### config.mk
export PLATFORM = sky130hd
export DESIGN_NAME = counter_univ_param
export DESIGN_NICKNAME = d
export VERILOG_FILES = /design/src/rtl/counter_pkg.sv /design/src/rtl/counter_op_sel.sv /design/src/rtl/counter_univ_param.sv
export SDC_FILE = /design/constraint.sdc
export NUM_CORES = 1
export LEC_CHECK = 0
export ABC_AREA = 1
export CELL_PAD_IN_SITES_DETAIL_PLACEMENT = 0
export CELL_PAD_IN_SITES_GLOBAL_PLACEMENT = 1
export CORE_MARGIN = 1
export CORE_UTILIZATION = 29
export CTS_CLUSTER_DIAMETER = 80
export CTS_CLUSTER_SIZE = 40
export DETAILED_ROUTE_END_ITERATION = 8
export PLACE_DENSITY = 0.76
export SETUP_SLACK_MARGIN = 0.2
export SYNTH_ARGS = -nofsm -noshare
export SYNTH_HDL_FRONTEND = slang
export SYNTH_HIERARCHICAL = 1
export SYNTH_SLANG_ARGS = --single-unit
export TNS_END_PERCENT = 50
### constraint.sdc
create_clock -name C -period 1.35 [get_ports C]
set_input_delay 0.2025 -clock C [delete_from_list [all_inputs] [get_ports C]]
set_output_delay 0.2025 -clock C [all_outputs]
set_load 0.05 [all_outputs]
### src/rtl/counter_pkg.sv
// counter_pkg
//   Shared definitions for the universal counter/shift register.
//   - OP_* : 3-bit operation select produced by counter_op_sel and
//            decoded by counter_univ_param.
//   - maxv : largest value of the count range for a given modulus.
package counter_pkg;

  localparam logic [2:0] OP_HOLD = 3'd0;
  localparam logic [2:0] OP_LOAD = 3'd1;
  localparam logic [2:0] OP_INC  = 3'd2;
  localparam logic [2:0] OP_DEC  = 3'd3;
  localparam logic [2:0] OP_SHL  = 3'd4;
  localparam logic [2:0] OP_SHR  = 3'd5;

  // The count range is 0..modulus-1.
  function automatic int unsigned maxv(input int unsigned modulus);
    return modulus - 32'd1;
  endfunction

endpackage

### src/rtl/counter_op_sel.sv
// counter_op_sel
//   Combinational priority encoder for the counter operation requests.
//   Priority is strict: load > inc > dec > shl > shr > hold.
// Ports
//   load_i, inc_i, dec_i, shl_i, shr_i : operation requests
//   op_o                               : selected operation (counter_pkg::OP_*)
module counter_op_sel
  import counter_pkg::*;
(
  input  logic       load_i,
  input  logic       inc_i,
  input  logic       dec_i,
  input  logic       shl_i,
  input  logic       shr_i,
  output logic [2:0] op_o
);

  always_comb begin
    op_o = OP_HOLD;
    if (load_i)     op_o = OP_LOAD;
    else if (inc_i) op_o = OP_INC;
    else if (dec_i) op_o = OP_DEC;
    else if (shl_i) op_o = OP_SHL;
    else if (shr_i) op_o = OP_SHR;
  end

endmodule

### src/rtl/counter_univ_param.sv
// counter_univ_param
//   Parametrised universal counter / shift register with load, increment,
//   decrement, shift left/right (optionally rotating), clock enable,
//   optional saturation and carry/borrow/serial-out flags.
// Parameters
//   WIDTH    : register width (>= 2)
//   MODULUS  : count range 0..MODULUS-1 (2..2**WIDTH)
//   SATURATE : 0 = INC/DEC wrap at range ends, 1 = hold at MAXV / 0
// Ports
//   C   : clock, rising edge
//   R   : asynchronous active-high reset
//   EN  : clock enable for every operation
//   D   : load data; D[0] serial-in for SHL, D[WIDTH-1] serial-in for SHR
//   L, INC, DEC, SHL, SHR : operation requests (priority in that order)
//   ROT : shifts rotate instead of taking serial-in
//   Q   : register value
//   CO  : carry pulse (INC executed at Q >= MAXV)
//   BO  : borrow pulse (DEC executed at Q == 0)
//   SO  : last bit shifted out
//   TC  : combinational Q >= MAXV
//   ZR  : combinational Q == 0
module counter_univ_param
  import counter_pkg::*;
#(
  parameter int          WIDTH    = 8,
  parameter int unsigned MODULUS  = 2**WIDTH,
  parameter bit          SATURATE = 1'b0
) (
  input  logic             C,
  input  logic             R,
  input  logic             EN,
  input  logic [WIDTH-1:0] D,
  input  logic             L,
  input  logic             INC,
  input  logic             DEC,
  input  logic             SHL,
  input  logic             SHR,
  input  logic             ROT,
  output logic [WIDTH-1:0] Q,
  output logic             CO,
  output logic             BO,
  output logic             SO,
  output logic             TC,
  output logic             ZR
);

  localparam int unsigned    MAXV_INT = maxv(MODULUS);
  localparam logic [WIDTH-1:0] MAXV   = MAXV_INT[WIDTH-1:0];
  localparam logic [WIDTH-1:0] ZERO   = '0;
  localparam logic [WIDTH-1:0] ONE    = {{(WIDTH-1){1'b0}}, 1'b1};

  logic [2:0]       op;
  logic [WIDTH-1:0] q_q, q_d;
  logic             co_q, co_d;
  logic             bo_q, bo_d;
  logic             so_q, so_d;

  counter_op_sel u_op_sel (
    .load_i (L),
    .inc_i  (INC),
    .dec_i  (DEC),
    .shl_i  (SHL),
    .shr_i  (SHR),
    .op_o   (op)
  );

  // CO/BO default to 0 so they are pulses; Q and SO hold unless an op
  // updates them. EN=0 therefore behaves exactly like OP_HOLD.
  always_comb begin
    q_d  = q_q;
    co_d = 1'b0;
    bo_d = 1'b0;
    so_d = so_q;
    if (EN) begin
      case (op)
        OP_LOAD: q_d = (D > MAXV) ? MAXV : D;
        OP_INC: begin
          // ">=" rather than "==": a shift may have left Q above MAXV,
          // and that is treated as the wrap point.
          if (q_q >= MAXV) begin
            q_d  = SATURATE ? MAXV : ZERO;
            co_d = 1'b1;
          end else begin
            q_d = q_q + ONE;
          end
        end
        OP_DEC: begin
          if (q_q == ZERO) begin
            q_d  = SATURATE ? ZERO : MAXV;
            bo_d = 1'b1;
          end else begin
            q_d = q_q - ONE;
          end
        end
        // Shifts use the full register width and ignore MODULUS.
        OP_SHL: begin
          q_d  = {q_q[WIDTH-2:0], ROT ? q_q[WIDTH-1] : D[0]};
          so_d = q_q[WIDTH-1];
        end
        OP_SHR: begin
          q_d  = {ROT ? q_q[0] : D[WIDTH-1], q_q[WIDTH-1:1]};
          so_d = q_q[0];
        end
        default: ;
      endcase
    end
  end

  always_ff @(posedge C or posedge R) begin
    if (R) begin
      q_q  <= '0;
      co_q <= 1'b0;
      bo_q <= 1'b0;
      so_q <= 1'b0;
    end else begin
      q_q  <= q_d;
      co_q <= co_d;
      bo_q <= bo_d;
      so_q <= so_d;
    end
  end

  assign Q  = q_q;
  assign CO = co_q;
  assign BO = bo_q;
  assign SO = so_q;
  assign TC = (q_q >= MAXV);
  assign ZR = (q_q == ZERO);

endmodule
==> results of run 1 <==
report_power, final:
| group | leakage, nW | switching [mW] | internal [mW] | total (mW) |
|---|---|---|---|---|
| registers | 0.130 | 0.126 | 0.399 | 0.524 |
| logic | 0.954 | 0.855 | 0.780 | 1.64 |
| clock network | 0.0228 | 0.140 | 0.208 | 0.349 |
| total | 1.11 | 1.12 | 1.39 | 2.51 |
cell type report:
cell class              count  area [um2]
multi-input cells         171        1061
repair buffers             75       825.8
inverters                  29       130.1
well taps                  50       62.56
fillers                   359        1588
flip-flops and latches     11       287.8
clock buffers               4       45.04
routing by layer:
metal	global-route usage [%]	vias to the layer above	wire length, um
li1	-	846	-
met1	29.28	780	2010
met2	40.31	57	2317
met3	3.793	10	235
met4	9.574	0	97
met5	0	-	0
registers in the layout (all words and copies together), names as in the netlist:
register / count
BO: 1
CO: 1
Q: 8
SO: 1
Yosys cell counts, drive strengths merged:
master   n
nor4     1
a21oi    8
ha       3
clkbuf   2
o22ai    2
or2      2
nand3   20
inv     29
nand4    8
o21ai   15
nand2   77
o211ai   1
dfrtp   11
nor2    34
buf      5
kinds of logic (layout without fill, tap and decap cells):
group	after synthesis	in the layout	synth area share, %
adders and majority gates	3	3	3.122
and+or+nand+nor	142	142	49.95
AOI/OAI and AO/OA	26	26	11.65
DFF	11	11	22.89
buffers and inverters	36	108	12.38
repair_timing:
item,CTS,global route
setup buffers,7,2
resized for setup,45,35
endpoints found under the setup margin,21,21
pin swaps,21,27
endpoints found under the hold margin,0,0
path summary, 6_finish.rpt:
kind	startpoint	slack, ns	cells past startpoint	endpoint
max	Q[0]$_DFFE_PP0P_	-0.29	6	TC
min	R	0.27	2	SO$_DFFE_PP0P_
max reg2reg	Q[0]$_DFFE_PP0P_	-0.25	10	Q[2]$_DFFE_PP0P_
min reg2reg	SO$_DFFE_PP0P_	0.55	2	SO$_DFFE_PP0P_
max in group asynchronous	R	0.71	2	Q[0]$_DFFE_PP0P_
min in group C	L	0.48	4	CO$_DFF_PP0_
metrics by stage:
stage / area (um2) / hold slack [ns]
2_1_floorplan: 1320 / 0.05449
3_5_place_dp: 2043 / 0.5318
6_report: 2412 / 0.2747
3_3_place_gp: 2043 / 0.5341
4_1_cts: 2288 / 0.2940
5_1_grt: 2412 / 0.3609
critical path: stages, from the launching register on:
cell,delay [ns]
dfrtp_4,0.51
ha_4,0.19
nand3_4,0.11
nor2_4,0.05
nand3_4,0.08
clkinvlp_4,0.10
buf_12,0.15
==> results.json, run 1 <==
{
  "avgSynthCellArea_um2": 5.516,
  "finish.utilization_pct": 60.31,
  "final_cell_mix": "nand2_1 (60), buf_4 (31), nor2_1 (21)",
  "nets": 311,
  "grt_max_degree": 16,
  "dieArea_um2": 4408,
  "grt-ovfl-total": 0,
  "violations": "setup timing",
  "clk_path_buf_depth": 2,
  "power.total_mw": 2.508,
  "place_ws_ns": -0.6746,
  "dpl.hpwl_um": 3248,
  "wl_per_cell_um": 13.71,
  "cts.sinks": 11,
  "ys_warn_count": 6,
  "drv_slew": 0,
  "syn-num-nets": 238,
  "crit_type": "register to primary output",
  "drt_iter0_markers": 91,
  "synth_area_um2": 1202,
  "die_w_um": 66.39,
  "cts_tree": "done",
  "placed_cells": 327,
  "fmax_mhz": 608.8,
  "grt_pass1_vias": 1686,
  "fin_crit_ns": 1.642,
  "power.leakage_nw": 1.107,
  "final_cell_count_no_fill": 340,
  "fin_ws_ns": -0.2925,
  "min_path_type": "primary input to async pin",
  "cts_hold_buf": 0,
  "fin_tns_setup_ns": -2.169,
  "worst_pin_slew_ns": 0.4750,
  "clk_latency_ns": 0.24,
  "yosys.area.top_type": "nand2_1",
  "routed_via_density": 4.979,
  "numCtsBuffers": 3,
  "drtPass1Iterations": 4,
  "setup_viol": 11,
  "drv_cap": 0,
  "synth.ff_latch_count": 11,
  "clk_pin_slew_ns": 0.06,
  "initial_core_util_pct": 30.06,
  "ys_seq_area_share_pct": 22.89,
  "power.density_nw_per_um2": 1040,
  "chipHeight_um": 66.39,
  "detail-route-antenna-nets": 0,
  "antenna_cells": 0,
  "drc": 0,
  "antenna_found_initial": 0,
  "synthToLayoutAreaGrowth_pct": 100.6,
  "start_kind": "register",
  "hold_violations": 0,
  "cp_max_fo": 4,
  "grt_util_all_layers_pct": 23.65,
  "syn_inst": 218,
  "grt_first_pass_wirelength_um": 7866,
  "synth_top_cell_area_share_pct": 23.41,
  "drive_gt1_share_pct": 47.24,
  "grt_setup_unrepaired": "true",
  "num_vias": 1693,
  "worstPathArrival_ns": 1.44,
  "yosysUniqueCellTypes": 22,
  "status": "complete, but fails checks",
  "h-tree-depth": 1,
  "slew-limit-headroom_pct": 68.30,
  "irDropWorstVdd_mv": 0.5816,
  "io_buffers": 29,
  "drt-total-wl_um": 4661,
  "core_um2": 4000,
  "row_count": 23,
  "final_common_cell": "nand2_1",
  "gp_congestion": 0.8891,
  "fin_skew_ns": 0.0006430,
  "fin_crit_sh_pct": 121.7,
  "synthTopCellsByArea": "nand2_1 (23%), dfrtp_1 (23%), nor2_1 (10%)",
  "endpoint_kind": "primary output",
  "io_pins": 30,
  "required_ns": 1.15,
  "cts_root_buf": "clkbuf_8"
}
Note: power is estimated with default switching activity, not from simulation.
==> run 2, diff against run 1 <==
--- a/config.mk
+++ b/config.mk
@@ -9,5 +9,5 @@
 export CELL_PAD_IN_SITES_DETAIL_PLACEMENT = 0
 export CELL_PAD_IN_SITES_GLOBAL_PLACEMENT = 1
-export CORE_MARGIN = 1
+export CORE_MARGIN = 2
 export CORE_UTILIZATION = 29
 export CTS_CLUSTER_DIAMETER = 80
==> constraint.sdc (replaced) <==
create_clock -name C -period 1.35 [get_ports C]
set_input_delay 0.405 -clock C [delete_from_list [all_inputs] [get_ports C]]
set_output_delay 0.405 -clock C [all_outputs]
set_load 0.05 [all_outputs]
==> run 2 against run 1 <==
Routed wire length up 3.8%. Combinational power up 4%. Clock skew up 0.0025 ns. Flip-flop and latch count unchanged. Clock power about the same. Sequential share of layout area down 0.69 points. Total power up 1.4%. Critical path type unchanged. Core utilization up 3.4 points. Count of clock-buffer cells in the layout unchanged. The run still ends with setup timing left. Final cell count up 6.5%. Highest routed layer unchanged. Die area up 6.1%. First-iteration DRC count up 47%.
==> results.json, run 2 (synthesis gave the netlist of run 1 again) <==
{
  "status": "complete, but fails checks",
  "violations": "setup timing",
  "io_buffers": 29,
  "slew-limit-headroom_pct": 82.73,
  "cts_root_buf": "clkbuf_8",
  "final_common_cell": "nand2_1",
  "clk_path_buf_depth": 2,
  "drv_slew": 0,
  "worst_pin_slew_ns": 0.2582,
  "grt_first_pass_wirelength_um": 7541,
  "crit_path_cell_trace": "ha_4 > nand3_4 > nor2_4 > nand3_4 > clkinvlp_4 > buf_12",
  "hold_violations": 0,
  "synthToLayoutAreaGrowth_pct": 112.1,
  "drive_gt1_share_pct": 46.47,
  "initial_core_util_pct": 30.06,
  "cp_max_fo": 4,
  "numCtsBuffers": 3,
  "drv_cap": 0,
  "nFillCells": 348,
  "fin_crit_sh_pct": 138.0,
  "power.leakage_nw": 1.215,
  "drtPass1Iterations": 4,
  "max_stage_delay_ns": 0.53,
  "grt-ovfl-total": 0,
  "clk_pin_slew_ns": 0.06,
  "drc": 0,
  "num_vias": 1748,
  "dpl.hpwl_um": 3487,
  "final_cell_count_no_fill": 362,
  "worstPathArrival_ns": 1.46,
  "antenna_found_initial": 0,
  "chipHeight_um": 68.39,
  "drt-total-wl_um": 4836,
  "detail-route-antenna-nets": 0,
  "largest_reg_flops": 8,
  "critPathTopFamily": "flip-flops",
  "min_path_type": "primary input to async pin",
  "worst_path_max_delay_cell": "dfrtp_4",
  "antenna_cells": 0,
  "fin_ws_ns": -0.5127,
  "grt_max_degree": 16,
  "gp_congestion": 0.9488,
  "die_w_um": 68.39,
  "h-tree-depth": 1,
  "final_area_um2": 2550,
  "endpoint_kind": "primary output",
  "grt_setup_unrepaired": "true",
  "grt_util_all_layers_pct": 21.81,
  "required_ns": 0.95,
  "wl_per_cell_um": 13.36,
  "clk_latency_ns": 0.24,
  "irDropWorstVdd_mv": 0.4423,
  "critPathBufInv": 2,
  "power.density_nw_per_um2": 997.1,
  "placed_cells": 343,
  "cts_tree": "done",
  "path_common_cell": "nand3_4",
  "core_um2": 4000,
  "drt_iter0_markers": 134,
  "cts.sinks": 11,
  "crit_type": "register to primary output",
  "grt_pass1_vias": 1593,
  "routed_via_density": 4.829,
  "placed_area_um2": 2175,
  "fin_skew_ns": 0.003138,
  "fmax_mhz": 536.9,
  "setup_viol": 19,
  "row_count": 23,
  "power.total_mw": 2.543,
  "dieArea_um2": 4677,
  "fin_crit_ns": 1.863,
  "io_pins": 30,
  "start_kind": "register",
  "final_cell_mix": "nand2_1 (68), buf_4 (49), nor2_1 (24)",
  "nets": 333
}
## run 2: cell types whose count changed in the layout (fill, tap and decap cells not counted), moves of 4 or more
| cell | delta |
|---|---|
| nand3_2 | -4 |
| nand2_1 | +8 |
| nand3_1 | +4 |
| buf_6 | +4 |
| inv_2 | -4 |
| nand2_2 | -7 |
| dlygate4sd2_1 | -4 |
| buf_4 | +18 |
## run 2: cell type report
class | count | area [um2] | share of cell area [%]
Sequential cell | 11 | 286.5 | 11.24
Inverter | 29 | 148.9 | 5.839
Tap cell | 50 | 62.56 | 2.453
Multi-Input combinational cell | 172 | 1026 | 40.24
Clock buffer | 4 | 45.04 | 1.766
Timing Repair Buffer | 96 | 980.9 | 38.47
## run 2: per-stage QoR
stage / utilization, % / setup slack, ns / TNS (ns) / hold WS [ns]
floorplan: - / -0.3368 / -2.183 / 0.2571
global route: 63.75 / -0.5501 / -4.902 / 0.5085
CTS: 60.71 / -0.5111 / -3.608 / 0.4494
finish: 63.75 / -0.5127 / -3.933 / 0.4430
detailed placement: 54.36 / -0.8763 / -9.109 / 0.5320
global placement: 54.36 / -0.8715 / -9.183 / 0.5359
## run 2: per-layer routing
layer | wire [um] | share of wire, % | up-vias | track usage, %
li1 | - | - | 886 | -
met1 | 2114 | 44 | 797 | 29.25
met2 | 2422 | 50 | 54 | 35.58
met3 | 209 | 4.3 | 11 | 3.289
met4 | 89 | 1.8 | 0 | 7.000
met5 | 0 | 0 | - | 0
## run 2: worst reg2reg max path: stages, from the launching register on
cell and delay [ns]:
dfrtp_4 0.47, ha_4 0.17, nand3_4 0.09, nor2_4 0.13, nand3_4 0.11, buf_4 0.16
buf_6 0.10, buf_6 0.11, nand2_1 0.06, nand2_1 0.05, nand2_1 0.06, nand2_1 0.06
nand2_1 0.06, nand2_1 0.04
## run 2: worst paths after layout
| kind | startpoint | end | slack, ns | cells past startpoint |
|---|---|---|---|---|
| max in group asynchronous | R | Q[0]$_DFFE_PP0P_ | 0.73 | 3 |
| worst max register to register | Q[0]$_DFFE_PP0P_ | Q[0]$_DFFE_PP0P_ | -0.43 | 13 |
| worst min register to register | SO$_DFFE_PP0P_ | SO$_DFFE_PP0P_ | 0.55 | 2 |
| min in group C | SO$_DFFE_PP0P_ | SO$_DFFE_PP0P_ | 0.55 | 2 |
| worst max-delay path | Q[0]$_DFFE_PP0P_ | TC | -0.51 | 6 |
| worst min-delay path | R | BO$_DFF_PP0_ | 0.44 | 3 |
## run 2: power breakdown
part	switching [mW]	internal, mW	total (mW)
sequential	0.0998	0.398	0.498
clock	0.141	0.209	0.349
combinational	0.875	0.821	1.70
total	1.12	1.43	2.54
## run 2: repair_timing
item                                    CTS  global route
hold buffers                              0             0
setup buffers                             8             6
pin swaps                                19            11
resized for setup                        59            20
gates cloned                              0             1
endpoints found under the setup margin   24            24
